`src/rtl/ps2_pkg.sv`:
```
// Shared constants for the PS/2 scan-code sequencer: Set-2 prefix/status
// bytes, the game-key map and the sequencer state encoding.
package ps2_pkg;

  localparam logic [7:0] PFX_EXT   = 8'hE0;
  localparam logic [7:0] PFX_BRK   = 8'hF0;
  localparam logic [7:0] PFX_PAUSE = 8'hE1;
  localparam logic [7:0] BAT       = 8'hAA;
  localparam logic [7:0] ACK       = 8'hFA;
  localparam logic [7:0] ECHO      = 8'hEE;
  localparam logic [7:0] ERR0      = 8'h00;
  localparam logic [7:0] ERR1      = 8'hFF;

  localparam int unsigned NUM_KEYS = 8;

  localparam logic [7:0] KEY_W     = 8'h1D;
  localparam logic [7:0] KEY_A     = 8'h1C;
  localparam logic [7:0] KEY_S     = 8'h1B;
  localparam logic [7:0] KEY_D     = 8'h23;
  localparam logic [7:0] KEY_SPACE = 8'h29;
  localparam logic [7:0] KEY_ENTER = 8'h5A;
  localparam logic [7:0] KEY_ESC   = 8'h76;
  localparam logic [7:0] KEY_UP    = 8'h75;

  // Key i occupies bits [8*i +: 8]; bit i of the mask is its required ext value.
  localparam logic [8*NUM_KEYS-1:0] KEY_CODES = {KEY_UP, KEY_ESC, KEY_ENTER, KEY_SPACE,
                                                 KEY_D, KEY_S, KEY_A, KEY_W};
  localparam logic [NUM_KEYS-1:0] KEY_EXT_MASK = 8'b1000_0000;

  localparam logic [2:0] PAUSE_TAIL = 3'd7;

  typedef enum logic [1:0] {
    ST_IDLE   = 2'd0,
    ST_DECODE = 2'd1,
    ST_SKIP   = 2'd2,
    ST_FLUSH  = 2'd3
  } state_e;

  function automatic logic is_ignored(input logic [7:0] b);
    return (b == BAT) || (b == ACK) || (b == ECHO);
  endfunction

  function automatic logic is_kb_error(input logic [7:0] b);
    return (b == ERR0) || (b == ERR1);
  endfunction

endpackage

```
`src/rtl/ps2_key_map.sv`:
```
// Combinational lookup of a (scan code, extended flag) pair into a one-hot
// match over the eight tracked game keys.
module ps2_key_map
  import ps2_pkg::*;
(
  input  logic [7:0]          byte_i,
  input  logic                ext_i,
  output logic [NUM_KEYS-1:0] match_o
);

  always_comb begin
    match_o = '0;
    for (int i = 0; i < NUM_KEYS; i++) begin
      match_o[i] = (byte_i == KEY_CODES[i*8 +: 8]) && (ext_i == KEY_EXT_MASK[i]);
    end
  end

endmodule

```
`src/rtl/ps2_key_ctrl.sv`:
```
// Scan-code sequencer behind the PS/2 receiver FIFO: fetches bytes, decodes
// Set-2 prefixes, emits make/break events and tracks held game keys.
module ps2_key_ctrl
  import ps2_pkg::*;
(
  input  logic       clk,
  input  logic       rst,
  input  logic [7:0] kb_data,
  input  logic       kb_ready,
  input  logic       kb_overflow,
  output logic       kb_rdn,
  output logic       ev_valid,
  output logic [7:0] ev_code,
  output logic       ev_ext,
  output logic       ev_break,
  input  logic       ev_ack,
  output logic [7:0] key_down,
  output logic       err
);

  // Event handshake: an event is held on ev_code/ev_ext/ev_break while
  // ev_valid=1 and is retired at the first clock edge where ev_ack=1.
  state_e      state_q;
  logic [7:0]  byte_q;
  logic        brk_q;
  logic        ext_q;
  logic [2:0]  skip_cnt_q;
  logic        kb_rdn_q;
  logic        ev_valid_q;
  logic [7:0]  ev_code_q;
  logic        ev_ext_q;
  logic        ev_break_q;
  logic [7:0]  key_down_q;
  logic [7:0]  key_down_d;
  logic        err_q;
  logic [7:0]  match;
  logic        fetch_ok;

  ps2_key_map u_key_map (
    .byte_i  (byte_q),
    .ext_i   (ext_q),
    .match_o (match)
  );

  assign key_down_d = brk_q ? (key_down_q & ~match) : (key_down_q | match);
  // The slot is free either when empty or when it is being retired this cycle.
  assign fetch_ok   = kb_ready && (!ev_valid_q || ev_ack);

  always_ff @(posedge clk) begin
    if (rst) begin
      state_q    <= ST_IDLE;
      byte_q     <= '0;
      brk_q      <= 1'b0;
      ext_q      <= 1'b0;
      skip_cnt_q <= '0;
      kb_rdn_q   <= 1'b1;
      ev_valid_q <= 1'b0;
      ev_code_q  <= '0;
      ev_ext_q   <= 1'b0;
      ev_break_q <= 1'b0;
      key_down_q <= '0;
      err_q      <= 1'b0;
    end else begin
      if (ev_valid_q && ev_ack) ev_valid_q <= 1'b0;
      case (state_q)
        ST_IDLE: begin
          if (kb_overflow) begin
            err_q   <= 1'b1;
            brk_q   <= 1'b0;
            ext_q   <= 1'b0;
            state_q <= ST_FLUSH;
          end else if (fetch_ok) begin
            byte_q   <= kb_data;
            kb_rdn_q <= 1'b0;
            state_q  <= ST_DECODE;
          end
        end
        ST_DECODE: begin
          kb_rdn_q <= 1'b1;
          state_q  <= ST_IDLE;
          if (byte_q == PFX_BRK) begin
            brk_q <= 1'b1;
          end else if (byte_q == PFX_EXT) begin
            ext_q <= 1'b1;
          end else if (byte_q == PFX_PAUSE) begin
            skip_cnt_q <= PAUSE_TAIL;
            state_q    <= ST_SKIP;
          end else if (is_kb_error(byte_q)) begin
            err_q <= 1'b1;
            brk_q <= 1'b0;
            ext_q <= 1'b0;
          end else if (!is_ignored(byte_q)) begin
            ev_valid_q <= 1'b1;
            ev_code_q  <= byte_q;
            ev_ext_q   <= ext_q;
            ev_break_q <= brk_q;
            key_down_q <= key_down_d;
            brk_q      <= 1'b0;
            ext_q      <= 1'b0;
          end
        end
        ST_SKIP: begin
          // Each tail byte takes a strobe cycle plus a re-sample cycle.
          if (!kb_rdn_q) begin
            kb_rdn_q <= 1'b1;
            if (skip_cnt_q == '0) begin
              ev_valid_q <= 1'b1;
              ev_code_q  <= PFX_PAUSE;
              ev_ext_q   <= 1'b0;
              ev_break_q <= 1'b0;
              state_q    <= ST_IDLE;
            end
          end else if (kb_overflow) begin
            err_q   <= 1'b1;
            brk_q   <= 1'b0;
            ext_q   <= 1'b0;
            state_q <= ST_FLUSH;
          end else if (fetch_ok) begin
            kb_rdn_q   <= 1'b0;
            skip_cnt_q <= skip_cnt_q - 3'd1;
          end
        end
        ST_FLUSH: begin
          if (!kb_rdn_q) begin
            kb_rdn_q <= 1'b1;
          end else if (kb_ready) begin
            kb_rdn_q <= 1'b0;
          end else begin
            brk_q      <= 1'b0;
            ext_q      <= 1'b0;
            key_down_q <= '0;
            state_q    <= ST_IDLE;
          end
        end
        default: state_q <= ST_IDLE;
      endcase
    end
  end

  assign kb_rdn   = kb_rdn_q;
  assign ev_valid = ev_valid_q;
  assign ev_code  = ev_code_q;
  assign ev_ext   = ev_ext_q;
  assign ev_break = ev_break_q;
  assign key_down = key_down_q;
  assign err      = err_q;

endmodule

```
`config.mk`:
```
export PLATFORM = sky130hd
export DESIGN_NAME = ps2_key_ctrl
export DESIGN_NICKNAME = d
export VERILOG_FILES = /design/src/rtl/ps2_pkg.sv /design/src/rtl/ps2_key_map.sv /design/src/rtl/ps2_key_ctrl.sv
export SDC_FILE = /design/constraint.sdc
export NUM_CORES = 1
export LEC_CHECK = 0
export ABC_AREA = 1
export BUFFER_PORTS_ARGS = -buffer_cell sky130_fd_sc_hd__buf_2
export CAP_MARGIN = 25
export CORE_MARGIN = 2
export CORE_UTILIZATION = 50
export DETAILED_ROUTE_END_ITERATION = 8
export PLACE_DENSITY_LB_ADDON = 0.12
export SYNTH_ARGS = -nofsm -noshare
export SYNTH_HDL_FRONTEND = slang
export SYNTH_SLANG_ARGS = --single-unit
```
`constraint.sdc`:
```
create_clock -name clk -period 3.6 [get_ports clk]
set_input_delay 0.72 -clock clk [delete_from_list [all_inputs] [get_ports clk]]
set_output_delay 0.72 -clock clk [all_outputs]
set_load 0.01 [all_outputs]
```
-- Word-level counts from Yosys, hierarchy flattened
Index checks and enable logic that the tools add are counted.
Widths: inputs -> output; s select.
- bits in registers: 36
- latch bits: 0
- memory bits (writable): 0
- memory bits (read-only): 0
- word-level logic and storage cells: 178
- memories: 0
- add/sub/neg operators: 1
- multipliers: 0
- divide/modulo/power cells: 0
- magnitude comparators: 0
- equality and inequality tests: 42
- shift-type cells: 0
- mux-type cells: 88
- bitwise operators: 5
- reduce and logical (&&, ||, !) cells: 30
- operator list (cell ; number):
    $mux 8 ; 15
    $eq 8x8->1 const B ; 7
    $mux 1 ; 46
    $ne 2x2->1 const B ; 16
    $pmux 8 s2 ; 2
    $eq 8x5->1 const B ; 3
    $eq 8x7->1 const B ; 3
    $mux 2 ; 10
    $mux 3 ; 6
    $ne 3x3->1 const B ; 6
    $reduce_and 6->1 ; 3
    $eq 8x6->1 const B ; 2
    $reduce_and 8->1 ; 2
    $pmux 1 s4 ; 3
    $logic_and 1x1->1 ; 10
    $and 8x8->8 ; 1
    $logic_not 8->1 ; 1
    $ne 4x4->1 const B ; 2
    $not 8->8 ; 1
    $or 8x8->8 ; 1
    $pmux 2 s4 ; 1
    $reduce_and 7->1 ; 1
    $pmux 1 s2 ; 3
    $pmux 3 s2 ; 1
    14 further kinds ; 20

-- Logic depth before layout (Yosys ltp)
- word-level depth: 11
- mapped depth: 12
- gate-level depth less buffers: 11

-- By module
Synthesis repeated with hierarchy kept, for this count alone.
- cell total of the unflattened synthesis: 377
- area total of the unflattened synthesis: 2388.5 um^2
- modules (own cells, without submodules) (module ; times used ; cells an instance ; area an instance (um^2)):
    ps2_key_ctrl ; 1 ; 336 ; 2213.4
    ps2_key_map ; 1 ; 41 ; 175.2

-- Least setup slack after synthesis
OpenSTA, ideal clock, no wires.
- path kind: register to register
- start point: register state_q[1]
- end point: register key_down_q[6] (netlist: key_down[6])
- data arrival time: 1.629 ns
- data required time: 3.487 ns
- setup slack: 1.859 ns
- cell stages (with the launch flop): 10
- buffers on the path: 2
- cell sequence: dfxtp_1 inv_1 ha_1 clkbuf_1 o21ai_1 nor2_4 nand3_1 buf_4 nor2_1 nor2_1
- cells in the longest elaborated chain, start to end: 3
- elaborated cells between the ends (all ways): 12
- RTL lines (element ; line ; text):
    from (decl) ; ps2_key_ctrl.sv:23 ; state_e state_q;
    from (signal assigned) ; ps2_key_ctrl.sv:51 ; state_q <= ST_IDLE;
    from (signal assigned) ; ps2_key_ctrl.sv:71 ; state_q <= ST_FLUSH;
    from (signal assigned) ; ps2_key_ctrl.sv:75 ; state_q <= ST_DECODE;
    $eq 2x1->1 / $eq 2x2->1 (equally long branches) ; ps2_key_ctrl.sv:65 ; case (state_q)
    $ne 2x2->1 (no line) / $reduce_bool 2->1 (equally long branches) ; -- ;
    $reduce_and 8->1 (no line) ; -- ;
    to (signal assigned) ; ps2_key_ctrl.sv:97 ; key_down_q <= key_down_d;
    to (decl) ; ps2_key_ctrl.sv:33 ; logic [7:0] key_down_q;
Several ways; a longest one is shown, not always the timed one.
A chain may end at the register's enable or synchronous reset.

-- Final worst setup path
- start point: register state_q[0]
- end point: register ev_code_q[3] (netlist: ev_code[3])
- cells in the longest elaborated chain, start to end: 3
- elaborated cells between the ends (all ways): 12
- RTL lines (element ; line ; text):
    $eq 2x2->1 / $eq 2x1->1 (equally long branches) ; ps2_key_ctrl.sv:65 ;
    $ne 2x2->1 (no line) / $reduce_bool 2->1 (equally long branches) ; -- ;
    $reduce_and 8->1 (no line) ; -- ;
    to (signal assigned) ; ps2_key_ctrl.sv:94 ; ev_code_q <= byte_q;
    to (decl) ; ps2_key_ctrl.sv:30 ; logic [7:0] ev_code_q;
Several ways; a longest one is shown, not always the timed one.

==> flow_summary.json <==
{
  "hp-start": "skip_cnt_q[0]",
  "slew_violations": 0,
  "p_leak_nw": 1.35,
  "power_frac_comb_pct": 56.2,
  "endpoint_kind": "flip-flop",
  "dieArea_mm2": 0.00523,
  "status": "finished, final reports clean",
  "crit_required_ns": 3.77,
  "critPathMaxStageDelay_ns": 0.51,
  "period_share_pct": 63.7,
  "dp_cells": 465,
  "yosysUniqueCellTypes": 29,
  "root_buffer": "clkbuf_8",
  "grt.total_usage_pct": 22.6,
  "dr.pass1.iters": 4,
  "ant_nets": 0,
  "syn_area_mm2": 0.00233,
  "dp_slack_ns": 1.31,
  "io_buffers": 33,
  "nets": 441,
  "synth.net_count": 410,
  "clock_latency_ns": 0.29,
  "start_util_pct": 52.9,
  "clkPwrFrac_pct": 15.6,
  "clk_pin_slew_ns": 0.08,
  "worstSetupStartpointType": "flip-flop",
  "critical_path_arrival_ns": 2.46,
  "cp_cell_sequence": "inv_1, ha_1, inv_1, o21ai_1, nor2_8, nand3_2, nand2_1, nand2_1, nor2_1",
  "hold_class": "flip-flop to flip-flop",
  "place_congestion": 0.945,
  "postSynthCellCount": 389,
  "p_per_area_mw_per_mm2": 875,
  "period_minus_slack_ns": 2.29,
  "place_hpwl_um": 4120,
  "min_to": "skip_cnt_q[0]",
  "final_common_cell": "nand2_1",
  "power_frac_seq_pct": 28.2,
  "hold_viol_final": 0,
  "worstSetupPathType": "flip-flop to flip-flop",
  "rows": 24,
  "relSlewSlack_pct": 53.3,
  "cts_setup_buffers": 0,
  "core-area_mm2": 0.00441,
  "setup_tns_ns": 0,
  "vias": 2312,
  "die_w_um": 72.3,
  "wl_met2_um": 2560,
  "path_max_fanout": 15,
  "maxCapViolations": 0,
  "wl_met1_um": 2520,
  "cts_htree_levels": 2,
  "mostFrequentLayoutCells": "nand2_1, nor2_1, inv_1",
  "r2r-end": "ev_code[3]",
  "clock_sinks": 36,
  "yosys_warnings": 0,
  "total_power_mw": 2.30,
  "postLayoutCellArea_mm2": 0.00262,
  "ctsResizeCount": 0,
  "layout_setup_ws_ns": 1.31,
  "ys_seq_area_share_pct": 30.9,
  "drive_gt1_share_pct": 15.9,
  "ios": 34,
  "drc": 0,
  "worstRegToRegCells": 9,
  "crit_slowest_cell": "ha_1",
  "highest_layer": "met4",
  "synth_flop_cell": "dfxtp_1",
  "die_h_um": 72.3,
  "grt_pass1_vias": 2145,
  "finalWirelength_um": 5370,
  "area_delta_synth_final_pct": 12.4,
  "internal_power_mw": 1.23,
  "r2r_slack_ns": 1.31,
  "rsz0062_at_grt": "no",
  "cts_made_buffers": 5,
  "synth_area_per_cell_um2": 6.00,
  "n_antenna_cell": 0,
  "timing.rr.start": "state_q[0]",
  "worst_pin_slew_ns": 0.698,
  "fin_cells": 473,
  "finClkSkew_ns": 0.00440,
  "synth_edf_count": 0,
  "setup_viol": 0,
  "dr.first_iter.drc_count": 103,
  "switching_share_pct": 46.7,
  "cts_tree": "done",
  "antenna_found_initial": 0,
  "clockBufferDepth": 2,
  "vias_per_cell": 4.89,
  "synth-seq-cells": 36,
  "max-vdd-ir-drop_mv": 0.380,
  "holdBufCountCts": 0,
  "grt_overflow": 0,
  "p_sw_mw": 1.07,
  "grt_pass1_wl_um": 9440,
  "dr_wl_met3_um": 207,
  "async_flop_share_pct": 0,
  "fmax_mhz": 436,
  "wl_per_cell_um": 11.3,
  "grt_max_degree": 24,
  "hold_depth": 2,
  "placed_area_mm2": 0.00251
}
-- power groups by stage --
| stage | logic (mW) | clock network, mW | registers, mW |
|---|---|---|---|
| 4_1_cts | 1.30 | 0.368 | 0.650 |
| 5_1_grt | 1.52 | 0.387 | 0.666 |
| 3_5_place_dp | 1.29 | 0 | 0.658 |
| 6_report | 1.29 | 0.358 | 0.648 |
| 2_1_floorplan | 1.01 | 0 | 0.688 |
| 3_3_place_gp | 1.29 | 0 | 0.656 |
-- registers in the layout (all words and copies together) (netlist names) --
name / count
brk_q: 1
byte_q: 8
err: 1
ev_break: 1
ev_code: 8
ev_ext: 1
ev_valid: 1
ext_q: 1
kb_rdn: 1
key_down: 8
skip_cnt_q: 3
state_q: 2
-- worst max-delay path, delay by kind of cell, from the launching register on --
| kind | cells | cell delay, ns |
|---|---|---|
| AOI/OAI and AO/OA | 1 | 0.38 |
| buffers and inverters | 2 | 0.40 |
| and+or+nand+nor | 5 | 0.51 |
| DFF | 1 | 0.37 |
| adders and majority gates | 1 | 0.51 |
-- synthesized netlist by cell type, types with 2 or more instances --
cell      number  area (um2)
buf_6          2        22.5
or2_2          2        12.5
nor2_4         2        22.5
o21ai_1        5        25.0
nand2_1      109         409
inv_2         11        41.3
ha_1           8         100
inv_1         43         161
nor3_1         3        15.0
nor2_1        69         259
nand4_1        3        18.8
nor2_2         4        25.0
clkbuf_1       5        18.8
o21ai_0       15        75.1
dfxtp_1       36         721
nand3_2        2        20.0
nand2_4        2        22.5
a21oi_1       23         115
nand3_1       33         165
clkinv_1       2        7.51
nand2_2        2        12.5
-- routing by layer --
metal	global-route usage, %	up-vias
li1	-	1263
met1	28.3	993
met2	38.7	50
met3	4.72	6
met4	7.13	0
met5	0	-
-- layout make-up --
class,count,area (um2)
tap,52,65.1
multi-input combinational,288,1350
clock buffer,5,68.8
inverter,56,210
timing repair buffer,33,165
clock inverter,3,42.5
sequential,36,721
fill,452,1790
-- kinds of logic (layout without fill, tap and decap cells) --
family / Yosys count / count (layout) / synth area share [%]
flip-flops: 36 / 36 / 30.9
buffers and inverters: 65 / 97 / 11.3
adder cells (fa/ha/maj): 8 / 8 / 4.29
AO/OA/AOI/OAI: 46 / 46 / 10.1
AND/OR/NAND/NOR: 234 / 234 / 43.5
-- worst max path at each step --
stage                     startpoint          end  slack, ns  cells past startpoint
after CTS                 state_q[0]   ev_code[3]       1.29                      9
after floorplan           state_q[1]  key_down[6]       1.86                      9
after global routing      state_q[0]   ev_code[3]       1.05                      9
after global placement    state_q[0]   ev_code[4]       1.29                      9
final                     state_q[0]   ev_code[3]       1.31                      9
after detailed placement  state_q[0]   ev_code[3]       1.31                      9
-- stage by stage --
step / util, % / hold slack [ns]
floorplan: - / 0.435
global placement: 56.9 / 0.450
detailed placement: 56.9 / 0.460
finish: 59.4 / 0.467
CTS: 59.4 / 0.471
global route: 59.4 / 0.487
Note: power is estimated with default switching activity, not from simulation.
